===== config.mk =====
export PLATFORM = sky130hd
export DESIGN_NAME = faddsub_pipe_flat
export DESIGN_NICKNAME = d
export VERILOG_FILES = /design/src/rtl/faddsub_pipe_if.sv /design/src/rtl/faddsub_pipe.sv /design/src/flat_wrapper.sv
export SDC_FILE = /design/constraint.sdc
export NUM_CORES = 1
export LEC_CHECK = 0
export ABC_AREA = 0
export CAP_MARGIN = 0
export CORE_MARGIN = 4
export CORE_UTILIZATION = 52
export CTS_BUF_LIST = sky130_fd_sc_hd__clkbuf_8
export CTS_CLUSTER_DIAMETER = 50
export DETAILED_ROUTE_END_ITERATION = 10
export GPL_TIMING_DRIVEN = 0
export PLACE_DENSITY = 0.82
export SETUP_SLACK_MARGIN = 0.5
export SLEW_MARGIN = 20
export SYNTH_ARGS = -nofsm -noshare
export SYNTH_HDL_FRONTEND = slang
export SYNTH_SLANG_ARGS = --single-unit
export TNS_END_PERCENT = 10

===== constraint.sdc =====
create_clock -name ck -period 3.8 [get_ports ck]
set_input_delay 0.76 -clock ck [delete_from_list [all_inputs] [get_ports ck]]
set_output_delay 0.76 -clock ck [all_outputs]
set_load 0.02 [all_outputs]

===== src/rtl/faddsub_pipe_if.sv =====
// Operand/result bundle for the pipelined adder/subtractor.
// The master side issues operands and the slave side returns registered results.
interface faddsub_pipe_if #(
    parameter int WIDTH = 16
);
    logic             ce;
    logic             vi;
    logic             mode;
    logic [WIDTH-1:0] a;
    logic [WIDTH-1:0] b;
    logic             bi;
    logic [WIDTH-1:0] s;
    logic             bout;
    logic             ovf;
    logic             vo;

    modport master (
        output ce, vi, mode, a, b, bi,
        input  s, bout, ovf, vo
    );

    modport slave (
        input  ce, vi, mode, a, b, bi,
        output s, bout, ovf, vo
    );
endinterface


===== src/rtl/faddsub_pipe.sv =====
// Pipelined ripple adder/subtractor, split into STAGES segments of SEG bits.
// Rank k adds segment k using the registered carry of rank k-1.
// Operands skew forward through the ranks alongside their MODE and valid bit.
// Finished low segments ride along in s_q so the whole result leaves together.
module faddsub_pipe #(
    parameter int WIDTH  = 16,
    parameter int STAGES = 2
) (
    input logic           ck,
    input logic           lsr,
    faddsub_pipe_if.slave bus
);
    localparam int SEG = WIDTH / STAGES;

    // pipeline ranks
    logic [WIDTH-1:0] a_q [STAGES];
    logic [WIDTH-1:0] b_q [STAGES];
    logic [WIDTH-1:0] s_q [STAGES];
    logic             m_q [STAGES];
    logic             c_q [STAGES];
    logic             v_q [STAGES];
    logic             ovf_q;

    // what each rank sees on its inputs
    logic [WIDTH-1:0] in_a [STAGES];
    logic [WIDTH-1:0] in_b [STAGES];
    logic [WIDTH-1:0] in_s [STAGES];
    logic             in_m [STAGES];
    logic             in_c [STAGES];
    logic             in_v [STAGES];

    logic [SEG-1:0]   seg_a   [STAGES];
    logic [SEG-1:0]   seg_b   [STAGES];
    logic [SEG:0]     seg_sum [STAGES];
    logic [WIDTH-1:0] nxt_s   [STAGES];
    logic             nxt_ovf;

    // Rank 0 takes the bus; every later rank takes the previous rank's registers.
    always_comb begin
        for (int k = 0; k < STAGES; k++) begin
            in_a[k] = '0;
            in_b[k] = '0;
            in_s[k] = '0;
            in_m[k] = 1'b0;
            in_c[k] = 1'b0;
            in_v[k] = 1'b0;
        end
        in_a[0] = bus.a;
        in_b[0] = bus.b;
        in_m[0] = bus.mode;
        in_c[0] = bus.bi;
        in_v[0] = bus.vi;
        for (int k = 1; k < STAGES; k++) begin
            in_a[k] = a_q[k-1];
            in_b[k] = b_q[k-1];
            in_s[k] = s_q[k-1];
            in_m[k] = m_q[k-1];
            in_c[k] = c_q[k-1];
            in_v[k] = v_q[k-1];
        end
    end

    // Segment adders; subtraction inverts B per segment so MODE can change every op.
    always_comb begin
        for (int k = 0; k < STAGES; k++) begin
            seg_a[k]   = in_a[k][k*SEG +: SEG];
            seg_b[k]   = in_m[k] ? ~in_b[k][k*SEG +: SEG] : in_b[k][k*SEG +: SEG];
            seg_sum[k] = {1'b0, seg_a[k]} + {1'b0, seg_b[k]} + {{SEG{1'b0}}, in_c[k]};
            nxt_s[k]   = in_s[k];
            nxt_s[k][k*SEG +: SEG] = seg_sum[k][SEG-1:0];
        end
        // carry out of the msb xor carry into it; the latter is recovered from the sum bit
        nxt_ovf = seg_sum[STAGES-1][SEG] ^ seg_sum[STAGES-1][SEG-1]
                ^ seg_a[STAGES-1][SEG-1] ^ seg_b[STAGES-1][SEG-1];
    end

    // Pipeline registers: reset wins over ce, ce=0 freezes every rank.
    always_ff @(posedge ck) begin
        if (lsr) begin
            for (int k = 0; k < STAGES; k++) begin
                a_q[k] <= '0;
                b_q[k] <= '0;
                s_q[k] <= '0;
                m_q[k] <= 1'b0;
                c_q[k] <= 1'b0;
                v_q[k] <= 1'b0;
            end
            ovf_q <= 1'b0;
        end else if (bus.ce) begin
            for (int k = 0; k < STAGES; k++) begin
                a_q[k] <= in_a[k];
                b_q[k] <= in_b[k];
                s_q[k] <= nxt_s[k];
                m_q[k] <= in_m[k];
                c_q[k] <= seg_sum[k][SEG];
                v_q[k] <= in_v[k];
            end
            ovf_q <= nxt_ovf;
        end
    end

    assign bus.s    = s_q[STAGES-1];
    assign bus.bout = c_q[STAGES-1];
    assign bus.ovf  = ovf_q;
    assign bus.vo   = v_q[STAGES-1];
endmodule


===== src/flat_wrapper.sv =====
// flat-port wrapper written by rule: the top's interface ports become plain ports
module faddsub_pipe_flat 
#(
    parameter int WIDTH  = 16,
    parameter int STAGES = 2
)
  (ck, lsr, bus_ce, bus_vi, bus_mode, bus_a, bus_b, bus_bi, bus_s, bus_bout, bus_ovf, bus_vo);
  faddsub_pipe_if #(.WIDTH(WIDTH)) bus_i ();
  input logic ck;
  input logic lsr;
  input wire logic [$bits(bus_i.ce)-1:0] bus_ce;
  input wire logic [$bits(bus_i.vi)-1:0] bus_vi;
  input wire logic [$bits(bus_i.mode)-1:0] bus_mode;
  input wire logic [$bits(bus_i.a)-1:0] bus_a;
  input wire logic [$bits(bus_i.b)-1:0] bus_b;
  input wire logic [$bits(bus_i.bi)-1:0] bus_bi;
  output wire logic [$bits(bus_i.s)-1:0] bus_s;
  output wire logic [$bits(bus_i.bout)-1:0] bus_bout;
  output wire logic [$bits(bus_i.ovf)-1:0] bus_ovf;
  output wire logic [$bits(bus_i.vo)-1:0] bus_vo;
  assign bus_i.ce = bus_ce;
  assign bus_i.vi = bus_vi;
  assign bus_i.mode = bus_mode;
  assign bus_i.a = bus_a;
  assign bus_i.b = bus_b;
  assign bus_i.bi = bus_bi;
  assign bus_s = bus_i.s;
  assign bus_bout = bus_i.bout;
  assign bus_ovf = bus_i.ovf;
  assign bus_vo = bus_i.vo;
  faddsub_pipe #(.WIDTH(WIDTH), .STAGES(STAGES)) u_core (.ck(ck), .lsr(lsr), .bus(bus_i));
endmodule

* Yosys cells after proc, flatten, opt, wreduce, memory -nomap -nowiden *
Memories as Yosys holds them, arrays and structs flattened.
Index checks and enable logic that the tools add are counted.

operators by class
  $add $sub $neg = 4
  mux-type cells = 19
  bitwise gates (word level) = 17

operator list
  cell         number
  $mux 16      6
  $add 8x8->9  2
  $add 9x1->9  2
  $mux 8       2
  $not 8->8    2
  $or 1x1->1   12
  $mux 1       11
  $xor 1x1->1  3

storage, ports and cells
  register bits after elaboration = 1
  bits in writable memories = 102
  bits of input ports = 38
  output and inout port bits = 19
  logic and storage cells = 47
  memories kept = 6

memories
  memory      words  width  rd ports  clocked after memory_dff  wr ports  RTL line            text
  u_core.a_q  2      16     1         0                         2         faddsub_pipe.sv:16  logic [WIDTH-1:0] a_q [STAGES];
  u_core.b_q  2      16     1         0                         2         faddsub_pipe.sv:17  logic [WIDTH-1:0] b_q [STAGES];
  u_core.s_q  2      16     2         0                         2         faddsub_pipe.sv:18  logic [WIDTH-1:0] s_q [STAGES];
  u_core.c_q  2      1      2         0                         2         faddsub_pipe.sv:20  logic c_q [STAGES];
  u_core.m_q  2      1      1         0                         2         faddsub_pipe.sv:19  logic m_q [STAGES];
  u_core.v_q  2      1      2         0                         2         faddsub_pipe.sv:21  logic v_q [STAGES];

* Longest topological paths before layout *
An unclocked memory read counts as a cell.

  depth after elaboration = 8
  mapped depth = 11
  gate-level depth less buffers = 10

* Worst setup path before layout *
Ideal clock, no wire load.

  kind = input port to flip-flop
  start point = input bus_mode
  end point = memory u_core.s_q[0][6] (data pin)
  arrival = 2593 ps
  required time = 3534 ps
  slack = 941 ps
  cell stages on the path = 10
  buffers on the path = 1
  cell sequence = buf_2 > xnor2_1 > fa_1 > fa_1 > nor2b_1 > o21ai_1 > a21boi_0 > o21a_1 > o21a_1 > nor3_1

RTL lines
  what                RTL line            text
  start: declaration  flat_wrapper.sv:13  input wire logic [$bits(bus_i.mode)-1:0] bus_mode;
  end: declaration    faddsub_pipe.sv:18

==> impl_metrics.py <==
metrics = {
    "power": {
        "power_density_nw_per_um2": 416.7,
        "ir_drop_mv": 0.1820,
        "p_leak_uw": 0.001311,
    },
    "setup_path": {
        "cp_slowest_stage_delay_ns": 0.41,
        "cp-end-kind": "flip-flop",
        "path_max_fanout": 2,
        "crit_arrival_ns": 2.99,
        "start_kind": "primary input",
        "crit_required_ns": 3.84,
        "path_class": "in -> reg",
        "path_cells": "clkdlybuf4s50_1, xnor2_1, fa_1, fa_1, nor2b_1, o21ai_1, a21boi_0, o21a_1, o21a_1, nor3_1",
        "worst_path_max_delay_cell": "clkdlybuf4s50_1",
    },
    "outcome": {
        "outcome": "complete, no violations",
    },
    "run": {
        "drv_cap": 0,
    },
    "synth": {
        "ys_seq_elements": 46,
        "ys_seq_area_share_pct": 54.50,
        "synthTopCellsByArea": "edfxtp_1 54%, and2_1 7.0%, ha_1 7.0%",
        "async_flop_share_pct": 0,
        "synthesis.nets": 258,
        "synthFlopType": "edfxtp_1",
        "synth.avg_cell_area_um2": 12.46,
        "netlist-cell-type-count": 33,
        "ys_warn_count": 0,
        "netlist.area_leader.share_pct": 53.70,
        "synth_edf_count": 45,
        "syn_area_um2": 2516,
        "syn_inst": 202,
        "yosysTopAreaCell": "edfxtp_1",
    },
    "layout": {
        "final_area_um2": 3243,
        "regArea_um2": 1371,
        "drive_gt1_share_pct": 6.792,
        "n_antenna_cell": 0,
        "nets": 320,
        "multi_input_area_um2": 1072,
        "stdcell_count": 319,
        "syn2layout_area_growth_pct": 28.89,
        "nFillCells": 345,
    },
    "global_route": {
        "grt-ovfl-total": 0,
        "antenna_found_initial": 0,
        "grt_pass1_wl_um": 6975,
        "track_usage_pct": 14.91,
        "grt_pass1_vias": 1643,
        "grt_start_max_net_pins": 47,
    },
    "sta": {
        "finalHoldViolations": 0,
        "setup_tns_ns": 0,
        "finalCritPeriodShare_pct": 77.79,
        "max_freq_ghz": 0.3383,
        "maxSlewViolCount": 0,
        "skew_ns": 0.009287,
        "setup_viol": 0,
        "period_needed_ns": 2.956,
        "slew-limit-headroom_pct": 34.04,
        "setup_ws_ns": 0.8440,
        "tightestPinTransition_ns": 0.9894,
        "rsz0062_at_grt": "no",
    },
    "clocking": {
        "hold_buffers": 0,
        "htreeDepth": 2,
        "cts.repair.resized": 0,
        "clock_latency_ns": 0.30,
        "cts_buffers": 5,
        "ctsRootBufferMaster": "clkbuf_8",
        "clock_sinks": 46,
        "path_clk_slew_ns": 0.09,
        "postCtsSetupBuffers": 0,
        "cts_tree": "done",
        "clk_path_buf_depth": 2,
    },
    "drt": {
        "num_vias": 1631,
        "drtPass1Iterations": 4,
        "drtAntennaViolNets": 0,
        "drt_wl_total_um": 4141,
        "post_drt_wl_per_cell_um": 12.98,
        "drc": 0,
        "vias_per_cell": 5.113,
        "drt_iter0_markers": 44,
    },
    "floorplanning": {
        "coreArea_um2": 4692,
        "initial_core_util_pct": 53.63,
        "fp.dieW_um": 77.56,
        "die_area_um2": 6016,
        "fp-row-count": 25,
        "num_io_pins": 57,
        "die_h_um": 77.56,
    },
    "placed_design": {
        "place.port_buffers": 55,
        "placed_cell_area_um2": 3134,
        "hpwl_um": 3166,
        "place_inst": 311,
        "dp_slack_ns": 0.5433,
        "place_congestion": 0.7784,
    },
    "hold_path": {
        "hold_path.class": "reg -> reg",
    },
}
[synthesized netlist by cell type (2+ instances only)]
library cell and number:
and2_1 28, o21ai_1 2, clkbuf_1 5, nor2_1 18
xor2_1 16, nand2b_1 4, o21ai_0 5, a211oi_1 3
o21a_1 6, a21boi_0 2, ha_1 14, nand2_1 6
nor2b_1 4, edfxtp_1 45, xnor2_1 5, nor3_1 10
inv_1 10, fa_1 4
[final cells by class]
class / instances / share of cell area, %
inverters: 10 / 1.157
well taps: 54 / 2.083
clock buffers: 5 / 2.122
repair buffers: 55 / 16.98
multi-input cells: 139 / 33.06
clock inverters: 3 / 1.235
flip-flops and latches: 46 / 42.28
plain buffers: 7 / 1.080
[sequential cells by signal, summed over array words and instances, names as in the netlist]
name            count
u_core.v_q          2
u_core.s_q         24
u_core.a_q          8
u_core.b_q          8
u_core.bus.ovf      1
u_core.m_q          1
u_core.c_q          2
[worst max-delay path: cells and delay by family]
family,cells,cell delay [ns]
AND/OR/NAND/NOR,2,0.22
AO/OA/AOI/OAI,4,0.67
XOR/XNOR,1,0.14
adder cells (fa/ha/maj),2,0.80
buffers and inverters,1,0.41
[through the flow]
stage | power, uW | hold WS, ns | util, %
final | 1351 | 0.4725 | 69.12
after global routing | 1425 | 0.5074 | 69.12
after CTS | 1360 | 0.4787 | 69.12
after detailed placement | 1008 | 0.4656 | 66.80
after global placement | 997.1 | 0.4551 | 66.80
after floorplan | 887.0 | 0.4967 | -
[path summary, 6_finish.rpt]
check,slack (ns),startpoint,depth (start not counted),to
setup / recovery,0.84,bus_b[0],10,u_core.s_q[0][6]$_SDFFCE_PN0P_
hold / removal,0.47,u_core.bus.ovf$_SDFFE_PP0P_,2,u_core.bus.ovf$_SDFFE_PP0P_
setup reg to reg,1.25,u_core.m_q[0]$_SDFFCE_PN0P_,11,u_core.bus.ovf$_SDFFE_PP0P_
hold reg to reg,0.47,u_core.bus.ovf$_SDFFE_PP0P_,2,u_core.bus.ovf$_SDFFE_PP0P_
[power breakdown]
part / leakage (uW) / internal [uW] / switching, uW / total, uW
Combinational: 0.000755 / 187 / 181 / 368
Sequential: 0.000498 / 614 / 15.8 / 630
Clock: 0.0000579 / 193 / 160 / 354
[routing by layer]
layer / track usage, % / up-vias / part of all wire [%]
met5: 0 / - / 0
met4: 7.651 / 0 / 2.1
met3: 4.060 / 10 / 5.3
met2: 27.55 / 47 / 54
met1: 15.26 / 749 / 39
li1: - / 825 / -
[kinds of logic after synthesis]
family,after synthesis,synth area share (%)
AND/OR/NAND/NOR,73,15.66
adder cells (fa/ha/maj),18,10.14
flip-flops,46,54.50
buffers and inverters,17,2.884
multiplexers,1,0.3978
XOR/XNOR,22,7.956
AO/OA/AOI/OAI,25,8.454
[placed cells by master (no fill, tap or decap), types with 5 or more instances in the layout]
cell             count
clkbuf_1             5
ha_1                14
inv_1               10
xor2_1              16
o21ai_0              5
clkdlybuf4s50_1     55
nor2_1              18
o21a_1               6
xnor2_1              5
edfxtp_1            45
clkbuf_8             5
nand2_1              6
nor3_1              10
and2_1              28
Note: power is estimated with default switching activity, not from simulation.
